`src/rtl/axi_axis_fifo_writer.sv`:
```
// AXI4-Lite slave that turns each register write into one AXI4-Stream beat through a FIFO.
// Address bit 2 of the write selects tlast; reads report FIFO fill (bit2=0) or free (bit2=1) count.
module axi_axis_fifo_writer #(
  parameter int AXI_DATA_WIDTH  = 32,
  parameter int AXI_ADDR_WIDTH  = 16,
  parameter int FIFO_DEPTH_LOG2 = 4
) (
  input  logic                      aclk,
  input  logic                      aresetn,
  input  logic [AXI_ADDR_WIDTH-1:0] s_axi_awaddr,
  input  logic                      s_axi_awvalid,
  output logic                      s_axi_awready,
  input  logic [AXI_DATA_WIDTH-1:0] s_axi_wdata,
  input  logic                      s_axi_wvalid,
  output logic                      s_axi_wready,
  output logic [1:0]                s_axi_bresp,
  output logic                      s_axi_bvalid,
  input  logic                      s_axi_bready,
  input  logic [AXI_ADDR_WIDTH-1:0] s_axi_araddr,
  input  logic                      s_axi_arvalid,
  output logic                      s_axi_arready,
  output logic [AXI_DATA_WIDTH-1:0] s_axi_rdata,
  output logic [1:0]                s_axi_rresp,
  output logic                      s_axi_rvalid,
  input  logic                      s_axi_rready,
  output logic [AXI_DATA_WIDTH-1:0] m_axis_tdata,
  output logic                      m_axis_tlast,
  output logic                      m_axis_tvalid,
  input  logic                      m_axis_tready
);

  localparam int unsigned DEPTH = 2 ** FIFO_DEPTH_LOG2;
  localparam int PAD = AXI_DATA_WIDTH - FIFO_DEPTH_LOG2 - 1;
  localparam logic [FIFO_DEPTH_LOG2:0]   DEPTH_CNT = DEPTH[FIFO_DEPTH_LOG2:0];
  localparam logic [FIFO_DEPTH_LOG2:0]   CNT_ONE   = (FIFO_DEPTH_LOG2 + 1)'(1'b1);
  localparam logic [FIFO_DEPTH_LOG2:0]   CNT_ZERO  = {(FIFO_DEPTH_LOG2 + 1){1'b0}};
  localparam logic [FIFO_DEPTH_LOG2-1:0] PTR_ONE   = FIFO_DEPTH_LOG2'(1'b1);
  localparam logic [FIFO_DEPTH_LOG2-1:0] PTR_ZERO  = {FIFO_DEPTH_LOG2{1'b0}};

  logic                        aw_full;
  logic                        aw_last;
  logic                        w_full;
  logic [AXI_DATA_WIDTH-1:0]   w_data;
  logic [FIFO_DEPTH_LOG2:0]    count;
  logic [FIFO_DEPTH_LOG2-1:0]  wr_ptr;
  logic [FIFO_DEPTH_LOG2-1:0]  rd_ptr;
  logic [AXI_DATA_WIDTH:0]     mem [DEPTH];
  logic [AXI_DATA_WIDTH:0]     head;
  logic [AXI_DATA_WIDTH-1:0]   read_value;
  logic                        push;
  logic                        pop;
  logic                        unused_addr;

  assign s_axi_awready = ~aw_full;
  assign s_axi_wready  = ~w_full;
  assign s_axi_arready = ~s_axi_rvalid;
  assign s_axi_bresp   = 2'b00;
  assign s_axi_rresp   = 2'b00;
  assign head          = mem[rd_ptr];
  assign m_axis_tdata  = head[AXI_DATA_WIDTH-1:0];
  assign m_axis_tlast  = head[AXI_DATA_WIDTH];
  assign m_axis_tvalid = (count != CNT_ZERO);
  assign unused_addr   = ^{s_axi_awaddr, s_axi_araddr};

  // Push needs both halves of the write, FIFO room, and a free B slot; a full FIFO never accepts even when popping.
  always_comb begin
    push = 1'b0;
    pop  = 1'b0;
    if (aw_full && w_full && (count != DEPTH_CNT) && (!s_axi_bvalid || s_axi_bready)) begin
      push = 1'b1;
    end else begin
      push = 1'b0;
    end
    if (m_axis_tvalid && m_axis_tready) begin
      pop = 1'b1;
    end else begin
      pop = 1'b0;
    end
  end

  // Register read value: fill count or free space, zero-extended.
  always_comb begin
    read_value = {AXI_DATA_WIDTH{1'b0}};
    if (s_axi_araddr[2]) begin
      read_value = {{PAD{1'b0}}, DEPTH_CNT - count};
    end else begin
      read_value = {{PAD{1'b0}}, count};
    end
  end

  // AW and W holding registers, emptied together on push.
  always_ff @(posedge aclk or negedge aresetn) begin
    if (!aresetn) begin
      aw_full <= 1'b0;
      aw_last <= 1'b0;
      w_full  <= 1'b0;
      w_data  <= {AXI_DATA_WIDTH{1'b0}};
    end else begin
      if (push) begin
        aw_full <= 1'b0;
        w_full  <= 1'b0;
      end else begin
        if (s_axi_awvalid && !aw_full) begin
          aw_full <= 1'b1;
          aw_last <= s_axi_awaddr[2];
        end
        if (s_axi_wvalid && !w_full) begin
          w_full <= 1'b1;
          w_data <= s_axi_wdata;
        end
      end
    end
  end

  // Write response: set on push, cleared on handshake.
  always_ff @(posedge aclk or negedge aresetn) begin
    if (!aresetn) begin
      s_axi_bvalid <= 1'b0;
    end else if (push) begin
      s_axi_bvalid <= 1'b1;
    end else if (s_axi_bready) begin
      s_axi_bvalid <= 1'b0;
    end
  end

  // FIFO storage; contents need no reset since tvalid gates them.
  always_ff @(posedge aclk) begin
    if (push) begin
      mem[wr_ptr] <= {aw_last, w_data};
    end
  end

  // FIFO pointers and occupancy.
  always_ff @(posedge aclk or negedge aresetn) begin
    if (!aresetn) begin
      wr_ptr <= PTR_ZERO;
      rd_ptr <= PTR_ZERO;
      count  <= CNT_ZERO;
    end else begin
      if (push) begin
        wr_ptr <= wr_ptr + PTR_ONE;
      end
      if (pop) begin
        rd_ptr <= rd_ptr + PTR_ONE;
      end
      case ({push, pop})
        2'b10:   count <= count + CNT_ONE;
        2'b01:   count <= count - CNT_ONE;
        default: count <= count;
      endcase
    end
  end

  // Read channel: value captured at the AR handshake and held until taken.
  always_ff @(posedge aclk or negedge aresetn) begin
    if (!aresetn) begin
      s_axi_rvalid <= 1'b0;
      s_axi_rdata  <= {AXI_DATA_WIDTH{1'b0}};
    end else if (s_axi_arvalid && !s_axi_rvalid) begin
      s_axi_rvalid <= 1'b1;
      s_axi_rdata  <= read_value;
    end else if (s_axi_rready) begin
      s_axi_rvalid <= 1'b0;
    end
  end

endmodule

```
`config.mk`:
```
export PLATFORM = sky130hd
export DESIGN_NAME = axi_axis_fifo_writer
export DESIGN_NICKNAME = d
export VERILOG_FILES = /design/src/rtl/axi_axis_fifo_writer.sv
export SDC_FILE = /design/constraint.sdc
export NUM_CORES = 1
export LEC_CHECK = 0
export CORE_MARGIN = 2
export CORE_UTILIZATION = 46
export DETAILED_ROUTE_END_ITERATION = 16
export PLACE_DENSITY_LB_ADDON = 0.25
export SETUP_SLACK_MARGIN = 0.4
export SLEW_MARGIN = 20
export SYNTH_ARGS = -nofsm -noshare
export SYNTH_HDL_FRONTEND = slang
export SYNTH_SLANG_ARGS = --single-unit
```
`constraint.sdc`:
```
create_clock -name aclk -period 7.2 [get_ports aclk]
set_input_delay 1.44 -clock aclk [delete_from_list [all_inputs] [get_ports aclk]]
set_output_delay 1.44 -clock aclk [all_outputs]
set_load 0.005 [all_outputs]
```
; ---- Word-level counts from Yosys, hierarchy flattened
; Memories as Yosys holds them, arrays and structs flattened.
; Index checks and enable logic that the tools add are counted.
[totals]
memories = 1
reg_bits = 82
elab_cells = 57
output_inout_bits = 75
ram_bits = 528
[memory_table]
columns = memory, depth, width, read_ports, rd_clocked_by_memory_dff, wr, line_no
row1 = mem, 16, 33, 1, 0, 1, 47  ; logic [AXI_DATA_WIDTH:0] mem [DEPTH];
[op_classes]
mux = 14
eq_ne = 3
bitwise = 4
add_sub_neg = 5
reduce_logical = 20
[op_table]
columns = operator, count
row1 = 1-bit two-way mux, 12
row2 = 5-bit one-hot mux with 2 select lines, 1
row3 = 2-bit nonzero test, 5
row4 = 4-bit by 1-bit adder with 4-bit output (second input constant), 2
row5 = 1-bit logical AND, 7
row6 = 5-bit by 1-bit adder with 5-bit output (second input constant), 1
row7 = 5-bit two-way mux, 1
row8 = 5-bit != test (second input constant), 1
row9 = 5-bit nonzero test, 1
row10 = 5-bit by 1-bit subtractor with 5-bit output (second input constant), 1
row11 = 5-bit subtractor (first input constant), 1
row12 = 1-bit logical NOT, 4
row13 = 1-bit NOT, 4
row14 = 2-bit AND reduction, 2
row15 = 2-bit by 1-bit equality test with 1-bit output (second input constant), 1
row16 = 2-bit equality test (second input constant), 1
row17 = 1-bit logical OR, 1

; ---- Depth between registers and ports, before layout
[depth]
depth_word = 6
mapped_depth = 17
ltp_nobuf = 14

; ---- Worst setup path after synthesis
; No wires, ideal clock.
[synth_path]
path_kind = input-to-reg
start = input s_axi_bready
end = memory mem[0][0] (netlist bit), enable pin
setup_ns = 0.506
t_required_ns = 6.694
arrival_time_ns = 5.076
path_slack_ns = 1.618
stages = 5
cell_sequence = nand2b_1 > nor2b_1 > buf_2 > inv_2 > nor4_1
[synth_via]
elab_chain_cells = 5
[synth_rtl]
columns = item, line_no
row1 = start: declaration, 18  ; input logic s_axi_bready,
row2 = 1-bit logical OR, 69  ; if (aw_full && w_full && (count != DEPTH_CNT) && (!s_axi_bvalid || s_axi_bready)) begin
row3 = 1-bit logical AND, 69
row4 = 1-bit two-way mux, 69
row5 = 1-bit two-way mux, 128  ; if (push) begin
row6 = 1-bit two-way mux (implied by the code), 129  ; mem[wr_ptr] <= {aw_last, w_data};
row7 = end: declaration, 47
; No other way between the ends.

; ---- Worst setup path in the final report
[layout_path]
start = register rd_ptr[0]
end = output m_axis_tdata[30]
[layout_via]
elab_chain_cells = 1
[layout_rtl]
columns = item, line_no
row1 = start: declaration, 46  ; logic [FIFO_DEPTH_LOG2-1:0] rd_ptr;
row2 = start signal: assignment, 144  ; rd_ptr <= rd_ptr + PTR_ONE;
row3 = memory read 16 x 33 bit, -
row4 = end: declaration, 26  ; output logic [AXI_DATA_WIDTH-1:0] m_axis_tdata,
; No other way between the ends.

==> results.py <==
metrics = {
    "outcome": {
        "status": "finished, final reports clean",
    },
    "global_routing": {
        "grt-ovfl-total": 0,
        "grt_util_all_layers": 0.1834,
        "grt_max_degree": 136,
        "grt_pass1_vias": 10750,
        "grt_pass1_wl_mm": 67.60,
        "antenna_found_initial": 0,
    },
    "final_layout": {
        "drive_gt1_frac": 0.2430,
        "fillerInstances": 3630,
        "syn_to_final_growth_pct": 15.25,
        "stdcell_area_um2": 25890,
        "final_cells": 1821,
        "final_nets": 1241,
        "diodes": 0,
        "multi_input_area_um2": 4866,
        "register_area_um2": 17240,
    },
    "setup_path": {
        "crit_arrival_ps": 3620,
        "cp_max_fo": 39,
        "crit_chain": "buf_4 -> mux4_2 -> a22oi_1 -> nand2_1 -> clkdlybuf4s50_1",
        "regToRegStartpoint": "count[1]$_DFFE_PN0P_",
        "crit_start": "rd_ptr[0]$_DFFE_PN0P_",
        "crit_family": "buffers and inverters",
        "max_stage_delay_ps": 940,
        "endpoint_kind": "primary output",
        "cp-start-kind": "flop",
        "critical_path_buf_inv_count": 2,
        "slowest_stage": "dfrtp_4",
        "worstSetupPathType": "flop to primary output",
        "required_ps": 5760,
    },
    "hold_path": {
        "worstHoldPathType": "flop to flop",
        "hp-start": "s_axi_rdata[4]$_DFFE_PN0P_",
    },
    "clock_network": {
        "clk_pin_slew_ps": 60,
        "clk_path_buf_depth": 3,
        "cts-htree-levels": 2,
        "cts_hold_buf": 0,
        "root_buffer": "clkbuf_16",
        "cts_tree": "built",
        "clkSinkCount": 583,
        "clock_latency_ps": 600,
        "ctsResizeCount": 0,
        "postCtsSetupBuffers": 0,
        "cts_buffers": 57,
    },
    "placement": {
        "placed_cells": 1714,
        "hpwlAfterDp_mm": 22.74,
        "place.gp.congestion": 0.6781,
        "dpl-instance-area_um2": 23980,
        "io_buffers": 85,
    },
    "logic_synthesis": {
        "synth-edff-count": 528,
        "async_flop_share": 0.09434,
        "ys_types": 37,
        "avgSynthCellArea_um2": 21.41,
        "synth_ff_type": "edfxtp_1",
        "synth_area_um2": 22460,
        "ys_warn_count": 0,
        "synthCells": 1049,
        "seq_area_frac_synth": 0.7671,
        "ys_ff_latch": 583,
    },
    "floorplanning": {
        "die_y_um": 225.0,
        "start_util": 0.4685,
        "dieArea_um2": 50620,
        "rows": 80,
        "coreArea_um2": 47950,
        "die_x_um": 225.0,
        "ioPinCount": 147,
    },
    "routing": {
        "vias_per_cell": 5.674,
        "drtIter0Drc": 953,
        "drc": 0,
        "vias": 10330,
        "drt_pre_antenna_iters": 5,
        "ant_nets": 0,
        "postRouteWirelength_mm": 45.18,
        "routedWlPerCell_um": 24.81,
    },
    "power": {
        "p_leak_uw": 0.008492,
        "vdd_drop_max_mv": 0.3759,
        "power.density_nw_per_um2": 426.8,
    },
    "timing": {
        "max_freq_mhz": 197.5,
        "maxSlewHeadroom": 0.2677,
        "finalClockSkew_ps": 12.12,
        "setup_viol": 0,
        "fin_crit_ps": 5064,
        "post-route-period-util": 0.7034,
        "hold_violations": 0,
        "setup-tns-final_ps": 0,
        "rsz0062_at_grt": "false",
        "worstMarginPinSlew_ps": 1098,
        "drv_slew": 0,
    },
    "run": {
        "cap_violations": 0,
    },
}
[logic make-up after synthesis]
group / count (synthesis) / synth area share
DFF: 583 / 0.7671
muxes: 168 / 0.1503
buffers and inverters: 103 / 0.02579
and+or+nand+nor: 85 / 0.01810
AOI/OAI and AO/OA: 83 / 0.02651
xor gates and xnor gates: 15 / 0.005849
adders and majority gates: 11 / 0.006127
other: 1 / 0.0001669
[synth_stat cells, drive strengths merged, types with 7 or more instances]
library cell	count	share of area
edfxtp	528	0.71
mux4	132	0.13
a22oi	67	0.022
buf	58	0.018
dfrtp	55	0.061
nand2	43	0.0072
mux2	35	0.018
clkbuf	30	0.0050
inv	15	0.0025
ha	11	0.0061
nor2	10	0.0017
and2	9	0.0025
o21ai	9	0.0020
xnor2	8	0.0031
nor2b	7	0.0019
xor2	7	0.0027
[layer usage]
metal	vias up	GRT usage	wire length, um
met5	-	0	0
met4	0	0.05106	966
met3	64	0.03025	2684
met2	328	0.2930	21510
met1	5487	0.2642	20010
li1	4454	-	-
[stage by stage]
stage	power, uW	hold slack [ps]	setup slack [ps]	utilization
after global routing	11580	525.2	1825	0.5399
after floorplan	6908	473.3	1618	-
after detailed placement	8181	474.0	2496	0.5001
final	11050	490.3	2136	0.5399
after global placement	8113	472.7	2610	0.5000
after CTS	11190	495.0	1987	0.5399
[worst paths after layout]
path,to,depth (start not counted),slack [ps]
worst min-delay path,s_axi_rdata[4]$_DFFE_PN0P_,2,490
worst max-delay path,m_axis_tdata[30],5,2140
worst min register to register,s_axi_rdata[4]$_DFFE_PN0P_,2,490
min in group asynchronous,w_data[24]$_DFFE_PN0P_,1,980
max in group asynchronous,rd_ptr[0]$_DFFE_PN0P_,1,5500
worst max register to register,mem[4][28]$_DFFE_PP_,10,3220
[final cells by class]
type,count,share of cell area
clock inverters,21,0.009763
flip-flops and latches,583,0.6659
well taps,615,0.02972
repair buffers,108,0.04041
clock buffers,86,0.06404
inverters,15,0.002175
multi-input cells,393,0.1880
[flip-flops by register name (all words and copies together), names as in the netlist, 4 cells and up]
name	count
count	5
mem	528
rd_ptr	4
s_axi_rdata	5
w_data	32
wr_ptr	4
[worst reg2reg max path: stages, from the launching register on]
cell	delay, ps
dfrtp_1	490
inv_1	80
ha_1	190
nor3b_1	160
ha_1	190
nand3b_1	170
nor2b_1	640
inv_2	250
nor3b_1	370
and2_2	550
buf_4	520
[report_power, final]
group / total, uW / switching, uW / internal, uW
combinational: 2880 / 1390 / 1490
sequential: 5170 / 598 / 4570
clock: 3000 / 1210 / 1800
[cells in the final DEF (no fill, tap or decap), drive strengths merged, types with 8 or more instances in the layout]
cell type      Yosys  layout
ha                11      11
clkbuf            30      86
xnor2              8       8
a22oi             67      67
nand2             43      43
o21ai              9       9
edfxtp           528     528
mux4             132     132
nor2              10      10
clkinv             0      12
dfrtp             55      55
conb               1      31
inv               15      16
mux2              35      35
buf               58      24
and2               9       9
clkdlybuf4s50      0      84
(Power assumes the default switching activity.)
